$ cat src/rtl/seq_restoring_divider.sv
// Sequential restoring divider: one quotient bit per clock behind a start/busy/done handshake.
// Optional macro DIV_EARLY_EXIT_EN finishes at accept when dividend < divisor.
module seq_restoring_divider #(
  parameter int unsigned DW = 8,
  parameter int unsigned VW = 4
) (
  input  logic          clk,
  input  logic          rst,
  input  logic          start,
  input  logic [DW-1:0] dividend,
  input  logic [VW-1:0] divisor,
  output logic          busy,
  output logic          done,
  output logic [DW-1:0] quotient,
  output logic [VW-1:0] remainder,
  output logic          div_by_zero
);

  localparam int unsigned CntW = (DW > 1) ? $clog2(DW) : 1;
  localparam logic [CntW-1:0] CntLast = CntW'(DW - 1);

  typedef enum logic [1:0] {
    StIdle,
    StRun,
    StDone
  } state_e;

  state_e          state_q, state_d;
  logic [DW-1:0]   q_q, q_d;
  logic [VW-1:0]   d_q, d_d;
  logic [VW:0]     r_q, r_d;
  logic [CntW-1:0] cnt_q, cnt_d;
  logic [DW-1:0]   quo_q, quo_d;
  logic [VW-1:0]   rem_q, rem_d;
  logic            dbz_q, dbz_d;

  // One restoring step: shift the next dividend bit into the partial remainder and try to subtract.
  logic [VW:0]   trial;
  logic [VW:0]   diff;
  logic          fits;
  logic [VW:0]   r_step;
  logic [DW-1:0] q_step;

  always_comb begin
    trial  = {r_q[VW-1:0], q_q[DW-1]};
    diff   = trial - {1'b0, d_q};
    fits   = (trial >= {1'b0, d_q});
    r_step = fits ? diff : trial;
    q_step = {q_q[DW-2:0], fits};
  end

  always_comb begin
    state_d = state_q;
    q_d     = q_q;
    d_d     = d_q;
    r_d     = r_q;
    cnt_d   = cnt_q;
    quo_d   = quo_q;
    rem_d   = rem_q;
    dbz_d   = dbz_q;

    unique case (state_q)
      StIdle: begin
        if (start) begin
          q_d   = dividend;
          d_d   = divisor;
          r_d   = '0;
          cnt_d = '0;
          if (divisor == '0) begin
            quo_d   = '1;
            rem_d   = '0;
            dbz_d   = 1'b1;
            state_d = StDone;
          end
`ifdef DIV_EARLY_EXIT_EN
          else if (dividend < DW'(divisor)) begin
            quo_d   = '0;
            rem_d   = dividend[VW-1:0];
            dbz_d   = 1'b0;
            state_d = StDone;
          end
`endif
          else begin
            state_d = StRun;
          end
        end
      end

      StRun: begin
        r_d   = r_step;
        q_d   = q_step;
        cnt_d = cnt_q + CntW'(1);
        if (cnt_q == CntLast) begin
          quo_d   = q_step;
          rem_d   = r_step[VW-1:0];
          dbz_d   = 1'b0;
          state_d = StDone;
        end
      end

      StDone: begin
        state_d = StIdle;
      end

      default: begin
        state_d = StIdle;
      end
    endcase
  end

  always_ff @(posedge clk) begin
    if (rst) begin
      state_q <= StIdle;
      q_q     <= '0;
      d_q     <= '0;
      r_q     <= '0;
      cnt_q   <= '0;
      quo_q   <= '0;
      rem_q   <= '0;
      dbz_q   <= 1'b0;
    end else begin
      state_q <= state_d;
      q_q     <= q_d;
      d_q     <= d_d;
      r_q     <= r_d;
      cnt_q   <= cnt_d;
      quo_q   <= quo_d;
      rem_q   <= rem_d;
      dbz_q   <= dbz_d;
    end
  end

  assign busy        = (state_q != StIdle);
  assign done        = (state_q == StDone);
  assign quotient    = quo_q;
  assign remainder   = rem_q;
  assign div_by_zero = dbz_q;

  // A valid (non-zero-divisor) result must leave a remainder below the captured divisor.
  assert property (@(posedge clk) disable iff (rst) (done && !div_by_zero) |-> (remainder < d_q));
  assert property (@(posedge clk) disable iff (rst) done |-> busy);

endmodule

$ cat config.mk
export PLATFORM = sky130hd
export DESIGN_NAME = seq_restoring_divider
export DESIGN_NICKNAME = d
export VERILOG_FILES = /design/src/rtl/seq_restoring_divider.sv
export SDC_FILE = /design/constraint.sdc
export NUM_CORES = 1
export LEC_CHECK = 0
export ABC_AREA = 1
export CORE_ASPECT_RATIO = 1.5
export CORE_MARGIN = 4
export CORE_UTILIZATION = 40
export CTS_CLUSTER_SIZE = 8
export DETAILED_ROUTE_END_ITERATION = 16
export PLACE_DENSITY_LB_ADDON = 0.15
export RECOVER_POWER = 100
export SLEW_MARGIN = 20
export SYNTH_ARGS = -nofsm -noshare
export SYNTH_HDL_FRONTEND = slang
export SYNTH_SLANG_ARGS = --single-unit
$ cat constraint.sdc
create_clock -name clk -period 3.4 [get_ports clk]
set_input_delay 0.68 -clock clk [delete_from_list [all_inputs] [get_ports clk]]
set_output_delay 0.68 -clock clk [all_outputs]
set_load 0.05 [all_outputs]
# Yosys cells after proc, flatten, opt, wreduce, memory -nomap -nowiden

Cells that the tools add are included.

Register bits after elaboration: 34
Bits of input ports: 15
Output and inout bits: 15
Logic and storage cells: 48

$add $sub $neg: 2
Magnitude comparators: 1
Equal/unequal tests: 6
Mux-type cells: 23
Reductions and logical operators: 8

Operators with widths:

| kind                                           | number |
|---|---|
| 2-to-1 mux 8 bit                               | 4 |
| one-hot mux 8 bit (2 select lines)             | 2 |
| 2-to-1 mux 4 bit                               | 5 |
| one-hot mux 4 bit (2 select lines)             | 2 |
| 2-to-1 mux 2 bit                               | 3 |
| inequality test 2 bit (second input constant)  | 3 |
| one-hot mux 3 bit (2 select lines)             | 1 |
| AND reduction 2 bit                            | 3 |
| greater-or-equal comparator 5 x 4 -> 1 bit     | 1 |
| logical NOT 4 bit                              | 1 |
| one-hot mux 2 bit (2 select lines)             | 1 |
| AND reduction 4 bit                            | 1 |
| nonzero test 2 bit                             | 2 |
| subtractor 4 bit                               | 1 |
| adder 3 x 1 -> 3 bit (second input constant)   | 1 |
| == test 3 bit (second input constant)          | 1 |
| 2-to-1 mux 1 bit                               | 3 |
| 2-to-1 mux 3 bit                               | 1 |
| == test 2 x 1 -> 1 bit (second input constant) | 1 |
| == test 2 bit (second input constant)          | 1 |
| logical NOT 2 bit                              | 1 |
| one-hot mux 1 bit (2 select lines)             | 1 |

# Logic depth before layout (Yosys ltp)

Gate-level depths: netlist of run 1.

Depth after elaboration: 4
Mapped depth: 12
Depth with buffers taken out: 12

# Worst setup path before layout of run 1

OpenSTA, ideal clock, no wires.

Path kind: register to output
Start point: register state_q[1]
End point: output done
Arrival: 1.001 ns
Data required time: 2.720 ns
Path slack: 1.719 ns
Stages on the path, launching flop included: 3
Buffers on the path: 0
Path through: dfxtp_1 inv_2 nor2_1

Longest elaborated chain between the ends: 1

Ends and longest elaborated chain:

| element                  | RTL line | text |
|---|---|---|
| start: declaration       | 28       | `state_e state_q, state_d;` |
| start signal: assignment | 113      | `state_q <= StIdle;` |
| start signal: assignment | 122      | `state_q <= state_d;` |
| == test 2 bit            | 134      | `assign done = (state_q == StDone);` |
| end: declaration         | 13       | `output logic done,` |

Every way passes these cells.

# Worst setup path in the final report of run 1

Start point: input start
End point: register quo_q[4], in the netlist quotient[4]

Longest elaborated chain between the ends: 2

Ends and longest elaborated chain:

| element                         | RTL line | text |
|---|---|---|
| start: declaration              | 9        | `input logic start,` |
| inequality test 2 bit (no line) | -        |  |
| AND reduction 4 bit (no line)   | -        |  |
| end signal: assignment          | 127      | `quo_q <= quo_d;` |
| end: declaration                | 33       | `logic [DW-1:0] quo_q, quo_d;` |

Every way passes these cells.
A chain may end at the register's enable or synchronous reset.

==> results of run 1 <==
area by class of cell:
cell class                      instances  area share
Sequential cell                        34      0.3452
Timing Repair Buffer                   30      0.1510
Clock inverter                          1    0.002538
Tap cell                               45     0.02855
Multi-Input combinational cell        146      0.3794
Inverter                               26     0.04949
Clock buffer                            7     0.04378
kinds of logic after synthesis:
family / synth area share
simple gates: 0.2471
compound gates: 0.1537
buf+inv: 0.1151
flops: 0.4201
fa+ha+maj: 0.05869
xor+xnor: 0.005406
power groups by stage:
stage,Combinational (mW),Clock (mW),Sequential [mW]
finish,0.399,0.303,0.479
global route,0.450,0.339,0.486
CTS,0.416,0.316,0.481
detailed placement,0.415,0,0.490
global placement,0.412,0,0.489
floorplan,0.273,0,0.545
placed cells by master, fill, tap and decap left out, types with 2 or more instances in the layout:
master                            count
sky130_fd_sc_hd__nand2_1             37
sky130_fd_sc_hd__dfxtp_1             34
sky130_fd_sc_hd__a21oi_1             24
sky130_fd_sc_hd__inv_1               23
sky130_fd_sc_hd__nor2_1              21
sky130_fd_sc_hd__o21ai_0             18
sky130_fd_sc_hd__dlygate4sd3_1       17
sky130_fd_sc_hd__nand3_1             16
sky130_fd_sc_hd__clkdlybuf4s50_1     12
sky130_fd_sc_hd__nor2_2               7
sky130_fd_sc_hd__o21ai_1              6
sky130_fd_sc_hd__ha_1                 6
sky130_fd_sc_hd__clkbuf_8             6
sky130_fd_sc_hd__nand4_1              4
sky130_fd_sc_hd__inv_2                3
sky130_fd_sc_hd__nand2_2              2
per-layer routing:
layer / wire, µm / global-route usage
met3: 79 / 0.04066
met1: 1500 / 0.1849
met5: 0 / 0
met2: 1828 / 0.2726
met4: 68 / 0.06653
cells in the mapped netlist:
cell / instances
sky130_fd_sc_hd__fa_1: 1
sky130_fd_sc_hd__buf_2: 2
sky130_fd_sc_hd__nand4_1: 4
sky130_fd_sc_hd__o21ai_1: 16
sky130_fd_sc_hd__nand2_2: 2
sky130_fd_sc_hd__clkbuf_1: 2
sky130_fd_sc_hd__o21ai_0: 8
sky130_fd_sc_hd__nand3_2: 1
sky130_fd_sc_hd__inv_2: 5
sky130_fd_sc_hd__dfxtp_1: 34
sky130_fd_sc_hd__nand2_4: 1
sky130_fd_sc_hd__nand2_1: 37
sky130_fd_sc_hd__nor2_2: 7
sky130_fd_sc_hd__ha_1: 6
sky130_fd_sc_hd__buf_4: 2
sky130_fd_sc_hd__nor2_1: 21
sky130_fd_sc_hd__buf_6: 5
sky130_fd_sc_hd__a21oi_2: 1
sky130_fd_sc_hd__xnor2_1: 1
sky130_fd_sc_hd__a21oi_1: 24
sky130_fd_sc_hd__nand3_1: 15
sky130_fd_sc_hd__inv_1: 21
sky130_fd_sc_hd__nor3_1: 1
metrics by stage:
step           area, µm²  utilization
5_1_grt             1972       0.5026
3_3_place_gp        1886       0.4805
3_5_place_dp        1886       0.4805
4_1_cts             1977       0.5038
2_1_floorplan       1620            -
6_report            1972       0.5026
sequential cells by signal (all words and copies together), names as in the netlist:
register,count
quotient,8
remainder,4
state_q,2
cnt_q,3
q_q,8
div_by_zero,1
r_q,4
d_q,4
final timing paths:
kind,cells after the start,startpoint,endpoint,slack (ns)
hold / removal,1,cnt_q[0]$_SDFFE_PP0P_,cnt_q[0]$_SDFFE_PP0P_,0.46
setup reg to reg,7,state_q[0]$_SDFFE_PP0P_,quotient[4]$_SDFFE_PP0P_,1.56
setup / recovery,7,start,quotient[4]$_SDFFE_PP0P_,1.05
hold reg to reg,1,cnt_q[0]$_SDFFE_PP0P_,cnt_q[0]$_SDFFE_PP0P_,0.46
==> parameters.txt, run 1 <==
Parameter                              Value

Power and ir drop
  Worst VDD drop ... between 300 and 400 µV
  Leakage power ... 0.9373 nW
  Total power consumption of the routed design ... between 1 and 1.5 mW
  Pint ... roughly 750 µW
  Pwr/cell area ... 598.9 nW/µm²
  Clock power share ... 0.256
  Part of the power in registers ... 0.405
  Switching power summed over all nets ... around 440 µW
  Switch share ... 0.3692
  Fraction of power consumed by combinational cells ... 0.338

Routing
  Residual antenna-violating net count after detailed routing ... 0
  Final routed wirelength across all metal layers ... 3.476 mm
  TritonRoute pass-1 iters ... 4
  Routed wire length per instance ... 12.03 µm
  Routed vias/inst ... roughly 4.9
  Iter 0 DRT Violations ... 46
  Post-route DRC ... 0
  Vias ... approximately 1400

Clocking
  TritonCTS clock tree ... yes
  Cts repair resizes ... 0
  Clk Latency, worst-skew pair ... roughly 0.28 ns
  Cts bufs inserted ... 5
  Cts-stage hold buffer count ... 0
  Num Clock Sinks ... 34
  H-tree depth ... 2
  Clock root buffer ... sky130_fd_sc_hd__clkbuf_8
  Clock slew seen by the registers of the worst setup and hold paths ... around 0.060 ns
  Number of buffers on the longest clock path ... 2
  Post-CTS setup buffer count ... 0

Layout
  Net total in the final layout ... about 270
  Area taken by flip-flops and latches ... between 600 and 700 µm²
  Antenna Cells ... 0
  Area occupied by multi-input gates ... about 750 µm²
  Filler-free cell count of the finished design ... just under 300
  Fraction of final layout cells sized beyond drive strength 1 ... 0.09016
  Area overhead of the layout relative to synthesis ... 21.70%
  Filler cell count in the final layout ... 413

Global route
  Initial antenna violation count ... 0
  Number of global-route vias before repair ... roughly 1400
  Overall fraction of global-route tracks in use ... 0.1603
  Pin count of the biggest net entering global routing ... 25
  Wire length of the first global-routing pass ... 6.265 mm
  Aggregate global routing overflow ... 0

Setup path
  Critical-path cell with the highest stage delay ... sky130_fd_sc_hd__dlygate4sd3_1
  Cell class contributing the biggest share of worst-path delay ... buffers and inverters
  Arrival @ worst endpoint ... about 2.6 ns
  Type of the setup path with the least slack ... primary input to flip-flop
  Kind of launch point of the worst setup path ... primary input
  Peak fanout along the critical path ... 24
  Required time of the critical path ... about 3.6 ns
  Total buffers and inverters traversed by the critical path ... 2
  Critical Path Sink Type ... flip-flop
  Cell with the most instances on the worst path ... sky130_fd_sc_hd__o21ai_0
  Largest stage delay on the critical path ... 0.52 ns
  Cell-by-cell listing of the critical path ... dlygate4sd3_1, nand3_1, o21ai_0, nand2_1, inv_1, o21ai_0, a21oi_1

STA
  Achievable frequency ... about 430 MHz
  Worst path setup slack after routing ... approximately 1.0 ns
  Setup clock skew after layout ... about 0.0060 ns
  Minimum clock period after layout ... about 2.4 ns
  Number of hold violations in the final report ... 0
  RSZ-0062 raised after global routing ... no
  Post-Route Hold Slack ... roughly 0.46 ns
  Pin slew with the least headroom to its limit ... 0.7266 ns
  Period utilisation layout ... 0.6917
  Final-report max-slew violation count ... 0
  Final setup viols ... 0
  Max transition margin ... 0.5151
  Total Neg Setup Slack ... 0 ns

Die
  Die height ... 85.95 µm
  Io pins ... 30
  Die boundary width ... about 60 µm
  Floorplan die area ... between 5000 and 6000 µm²
  Number of placement rows ... 28
  Core ar. ... about 3900 µm²
  Initial standard-cell utilization of the core ... 0.4129

Logic synthesis
  Largest cells by area after synthesis ... sky130_fd_sc_hd__dfxtp_1 (42%), sky130_fd_sc_hd__nand2_1 (8.6%), sky130_fd_sc_hd__a21oi_1 (7.4%)
  Cell count after synthesis ... 217
  Synthesized cell area ... roughly 1600 µm²
  Number of nets produced by synthesis ... 239
  Per-instance average area after synthesis ... around 7.5 µm²
  Count of distinct cell types in the synthesized netlist ... 23
  Yosys warns ... 0
  Sequential area share after synthesis ... 0.4201
  Synth area leader ... sky130_fd_sc_hd__dfxtp_1
  Area share of the leading cell type in the synthesized netlist ... 0.4201
  Number of register bits inferred by synthesis ... 34

Placement
  GP Congestion ... ~0.8
  Placement-stage worst setup slack ... 1.147 ns
  Number of placed instances, taps included ... 281
  DPL Wire Length ... about 2.5 mm
  Number of buffer cells added on primary ports ... 29

Hold path
  Worst hold path class ... flip-flop to flip-flop

Outcome
  Run status ... finished, final reports clean

Run
  Reported max-cap violation count ... 0
Note: power is estimated with default switching activity, not from simulation.
==> run 2, diff against run 1 <==
Clock period 3.4 ns to 2.06 ns, I/O delays scaled along.
==> run 2 against run 1 <==
Compared with the run above:
- wire length shrank 1.1%
- power rose by 72%
- via count up 2.3%
- non-clock buffer count is 2 higher
- critical path depth fell by 6
- sequential power grew 65%
- largest cell class unchanged
- highest routed layer unchanged
- count of clock-buffer cells in the layout is the same
- global-route usage down 1.0 points
- final area increased by 1.0%
==> parameters.txt, run 2 (synthesized netlist as in run 1, its figures left out) <==
Parameter                              Value

STA
  Period utilisation layout ... 0.9314
  Achievable frequency ... 521.2 MHz
  Final-report max-slew violation count ... 0
  Final setup viols ... 0
  Setup clock skew after layout ... ~0.0096 ns
  Worst path setup slack after routing ... roughly 0.14 ns
  Pin slew with the least headroom to its limit ... about 0.60 ns
  Max transition margin ... 0.5994
  RSZ-0062 raised after global routing ... no
  Total Neg Setup Slack ... 0 ns
  Number of hold violations in the final report ... 0
  Minimum clock period after layout ... around 1.9 ns

Routing
  Residual antenna-violating net count after detailed routing ... 0
  Vias ... 1442
  TritonRoute pass-1 iters ... 4
  Routed wire length per instance ... around 12 µm
  Routed vias/inst ... 4.955
  Post-route DRC ... 0
  Iter 0 DRT Violations ... 63
  Final routed wirelength across all metal layers ... around 3.4 mm

Hold path
  Hold depth ... 1
  Startpoint of the lowest-slack hold path ... cnt_q[0]$_SDFFE_PP0P_
  Min-Delay Endpoint ... cnt_q[0]$_SDFFE_PP0P_
  Worst hold path class ... flip-flop to flip-flop

Setup path
  Worst reg2reg startpoint ... d_q[2]$_SDFFE_PP0P_
  Largest stage delay on the critical path ... 0.88 ns
  Kind of launch point of the worst setup path ... flip-flop
  Cell class contributing the biggest share of worst-path delay ... buffers and inverters
  Critical Path Sink Type ... output pin
  Total buffers and inverters traversed by the critical path ... 1
  Cell-by-cell listing of the critical path ... dlygate4sd3_1
  Critical-path cell with the highest stage delay ... sky130_fd_sc_hd__dlygate4sd3_1
  Capturing point of the worst reg2reg path ... r_q[2]$_SDFFE_PP0P_
  Arrival @ worst endpoint ... 1.51 ns
  Required time of the critical path ... about 1.7 ns
  Worst reg2reg path depth ... 10
  Type of the setup path with the least slack ... flip-flop to output pin
  Internal reg-to-reg setup slack ... ~0.33 ns
  Peak fanout along the critical path ... 2

Clocking
  Clock slew seen by the registers of the worst setup and hold paths ... approximately 0.070 ns
  Num Clock Sinks ... 34
  Number of buffers on the longest clock path ... 2
  Cts-stage hold buffer count ... 0
  Clock root buffer ... sky130_fd_sc_hd__clkbuf_8
  Post-CTS setup buffer count ... 0
  TritonCTS clock tree ... yes
  Clk Latency, worst-skew pair ... ~0.28 ns
  H-tree depth ... 2
  Cts repair resizes ... 0
  Cts bufs inserted ... 5

Layout
  Total non-filler cell area in the finished layout ... ~2000 µm²
  Antenna Cells ... 0
  Area overhead of the layout relative to synthesis ... 22.93%
  Filler-free cell count of the finished design ... around 290
  Net total in the final layout ... 267
  Fraction of final layout cells sized beyond drive strength 1 ... 0.09350
  Most frequent standard cell in the layout excluding fill and tap cells ... sky130_fd_sc_hd__nand2_1
  Most used cells in the layout excluding fill and tap cells ... sky130_fd_sc_hd__nand2_1 (38), sky130_fd_sc_hd__dfxtp_1 (34), sky130_fd_sc_hd__o21ai_0 (24), sky130_fd_sc_hd__a21oi_1 (24), sky130_fd_sc_hd__inv_1 (23)

Power and ir drop
  Total power consumption of the routed design ... slightly above 2 mW
  Leakage power ... roughly 0.94 nW
  Worst VDD drop ... about 800 µV
  Pwr/cell area ... slightly above 1000 nW/µm²

Die
  Initial standard-cell utilization of the core ... 0.4129
  Io pins ... 30
  Core ar. ... roughly 3900 µm²
  Floorplan die area ... roughly 5000 µm²
  Die height ... between 80 and 90 µm
  Die boundary width ... 59.97 µm
  Number of placement rows ... 28

Global route
  Overall fraction of global-route tracks in use ... 0.1503
  Initial antenna violation count ... 0
  Number of global-route vias before repair ... around 1400
  Aggregate global routing overflow ... 0
  Pin count of the biggest net entering global routing ... 25
  Wire length of the first global-routing pass ... just under 6 mm

Placement
  Number of placed instances, taps included ... 283
  DPL Wire Length ... about 2.5 mm
  GP Congestion ... roughly 0.8
  Number of buffer cells added on primary ports ... 29
  Placement-stage worst setup slack ... between 0.15 and 0.2 ns
  Placed Instance Area ... roughly 1900 µm²

Run
  Reported max-cap violation count ... 0

Outcome
  Run status ... finished, final reports clean
==> run 2: per-layer routing <==
metal | track usage | vias to the layer above | wire length [µm]
met5 | 0 | - | 0
met4 | 0.07056 | 0 | 103
met3 | 0.04066 | 10 | 93
met2 | 0.2589 | 20 | 1823
met1 | 0.1648 | 655 | 1418
li1 | - | 757 | -
==> run 2: cell type report <==
class / count / area [µm²]
multi-input cells: 146 / 750.7
inverters: 26 / 97.59
clock inverters: 1 / 30.03
clock buffers: 7 / 76.32
well taps: 45 / 56.30
flip-flops and latches: 34 / 680.7
repair buffers: 32 / 300.3
fillers: 430 / 1932
==> run 2: through the flow <==
step,hold slack (ns),util
after CTS,0.4622,0.5102
after floorplan,0.4269,-
final,0.4584,0.5077
after detailed placement,0.4531,0.4831
after global routing,0.4825,0.5077
after global placement,0.4531,0.4831
==> run 2: report_power, final <==
part | internal, mW | switching, mW | total [mW]
Clock | 0.362 | 0.231 | 0.593
Sequential | 0.744 | 0.0459 | 0.790
Combinational | 0.212 | 0.437 | 0.649
==> run 2: worst max path at each step <==
stage | from | endpoint | slack (ns) | depth (start not counted)
3_5_place_dp | start | remainder[0]$_SDFFE_PP0P_ | 0.18 | 9
3_3_place_gp | start | remainder[3]$_SDFFE_PP0P_ | 0.23 | 8
6_report | remainder[3]$_SDFFE_PP0P_ | remainder[3] | 0.14 | 1
4_1_cts | remainder[3]$_SDFFE_PP0P_ | remainder[3] | 0.19 | 1
2_1_floorplan | d_q[2]$_SDFFE_PP0P_ | r_q[1]$_SDFFE_PP0P_ | 0.59 | 10
5_1_grt | remainder[3]$_SDFFE_PP0P_ | remainder[3] | 0.11 | 1
==> run 3, diff against run 2 <==
Clock period 2.06 ns to 1.9 ns, I/O delays scaled along.
==> run 3 against run 2 <==
Compared with the run above:
- largest cell class unchanged
- register-to-register slack worse by 0.12 ns
- clock power down 8.8%
- cell count up 0.69%
- final area down 0.69%
==> parameters.txt, run 3 (synthesized netlist as in run 1, its figures left out) <==
Parameter                              Value

Layout
  Most frequent standard cell in the layout excluding fill and tap cells ... sky130_fd_sc_hd__nand2_1
  Fraction of final layout cells sized beyond drive strength 1 ... 0.09677
  Net total in the final layout ... between 200 and 300
  Most used cells in the layout excluding fill and tap cells ... sky130_fd_sc_hd__nand2_1 (38), sky130_fd_sc_hd__dfxtp_1 (34), sky130_fd_sc_hd__a21oi_1 (24), sky130_fd_sc_hd__clkdlybuf4s50_1 (24), sky130_fd_sc_hd__inv_1 (23)
  Total non-filler cell area in the finished layout ... around 2000 µm²
  Post-layout utilization of the core ... 0.5041
  Area overhead of the layout relative to synthesis ... 22.09%
  Antenna Cells ... 0
  Filler-free cell count of the finished design ... ~300

Die
  Die boundary width ... ~60 µm
  Core ar. ... between 3000 and 4000 µm²
  Io pins ... 30
  Number of placement rows ... 28
  Initial standard-cell utilization of the core ... 0.4129
  Die height ... about 86 µm
  Floorplan die area ... about 5200 µm²

Global route
  Number of global-route vias before repair ... between 1000 and 1500
  Pin count of the biggest net entering global routing ... 22
  Overall fraction of global-route tracks in use ... 0.1546
  Wire length of the first global-routing pass ... 6.051 mm
  Aggregate global routing overflow ... 0
  Initial antenna violation count ... 0

Routing
  Post-route DRC ... 0
  Iter 0 DRT Violations ... 50
  Residual antenna-violating net count after detailed routing ... 0
  Routed vias/inst ... ~5
  TritonRoute pass-1 iters ... 4
  Vias ... between 1000 and 1500
  Routed wire length per instance ... between 10 and 15 µm
  Final routed wirelength across all metal layers ... roughly 3.5 mm

Hold path
  Worst hold path class ... flip-flop to flip-flop

Power and ir drop
  Pwr/cell area ... 1075 nW/µm²
  Switch share ... 0.3677
  Pint ... 1.344 mW
  Clock power share ... 0.254
  Part of the power in registers ... 0.404
  Leakage power ... 0.9018 nW
  Fraction of power consumed by combinational cells ... 0.342
  Worst VDD drop ... approximately 670 µV
  Switching power summed over all nets ... between 700 and 800 µW

STA
  Final-report max-slew violation count ... 0
  Achievable frequency ... ~550 MHz
  Final setup viols ... 0
  Setup clock skew after layout ... just over 0.005 ns
  Minimum clock period after layout ... around 1.8 ns
  Pin slew with the least headroom to its limit ... ~0.61 ns
  Post-Route Hold Slack ... 0.4590 ns
  Total Neg Setup Slack ... 0 ns
  Period utilisation layout ... 0.9519
  Number of hold violations in the final report ... 0
  RSZ-0062 raised after global routing ... no
  Max transition margin ... 0.5897

Setup path
  Arrival @ worst endpoint ... 1.43 ns
  Critical-path cell with the highest stage delay ... sky130_fd_sc_hd__clkdlybuf4s50_1
  Kind of launch point of the worst setup path ... flip-flop
  Required time of the critical path ... between 1.5 and 2 ns
  Cell-by-cell listing of the critical path ... clkdlybuf4s50_1
  Type of the setup path with the least slack ... flip-flop to output pin
  Peak fanout along the critical path ... 2
  Total buffers and inverters traversed by the critical path ... 1
  Cell class contributing the biggest share of worst-path delay ... buffers and inverters
  Largest stage delay on the critical path ... about 0.81 ns
  Critical Path Sink Type ... output pin

Clocking
  Number of buffers on the longest clock path ... 2
  Clk Latency, worst-skew pair ... 0.28 ns
  TritonCTS clock tree ... yes
  Cts repair resizes ... 0
  Post-CTS setup buffer count ... 0
  Num Clock Sinks ... 34
  Cts bufs inserted ... 5
  Clock root buffer ... sky130_fd_sc_hd__clkbuf_8
  H-tree depth ... 2
  Clock slew seen by the registers of the worst setup and hold paths ... approximately 0.07 ns
  Cts-stage hold buffer count ... 0

Placement
  GP Congestion ... approximately 0.78
  DPL Wire Length ... ~2.6 mm
  Placed Instance Area ... 1918 µm²
  Number of buffer cells added on primary ports ... 29
  Number of placed instances, taps included ... roughly 290

Outcome
  Run status ... finished, final reports clean

Run
  Reported max-cap violation count ... 0
==> run 3: per-stage QoR <==
stage	worst slack (ns)	power, mW
floorplan	0.4289	1.463
global placement	0.1615	1.628
detailed placement	0.1435	1.633
CTS	0.07424	2.179
global route	0.02739	2.272
finish	0.09146	2.126
==> run 3: per-layer routing <==
layer	track usage	vias to the layer above	wire, µm
met4	0.06048	0	57
met3	0.03765	6	108
met1	0.1822	650	1531
met2	0.2618	14	1825
met5	0	-	0
li1	-	766	-
==> run 3: worst paths after layout <==
kind                        startpoint                   endpoint  slack (ns)  cells past startpoint
max          remainder[0]$_SDFFE_PP0P_               remainder[0]        0.09                      1
max reg2reg        d_q[2]$_SDFFE_PP0P_  remainder[2]$_SDFFE_PP0P_        0.21                     10
min              cnt_q[0]$_SDFFE_PP0P_      cnt_q[0]$_SDFFE_PP0P_        0.46                      1
min reg2reg      cnt_q[0]$_SDFFE_PP0P_      cnt_q[0]$_SDFFE_PP0P_        0.46                      1
==> run 3: final cells by class <==
type,instances,area (µm²)
tap,45,56.30
fill,412,1946
clock buffer,7,86.33
clock inverter,1,5.005
multi-input combinational,146,740.7
timing repair buffer,34,311.5
inverter,26,97.59
sequential,34,680.7
==> run 3: power groups by stage <==
stage	logic (mW)	registers [mW]	clock network, mW
floorplan	0.489	0.975	0
global placement	0.752	0.876	0
detailed placement	0.758	0.875	0
CTS	0.762	0.860	0.557
global route	0.824	0.869	0.579
finish	0.727	0.858	0.541
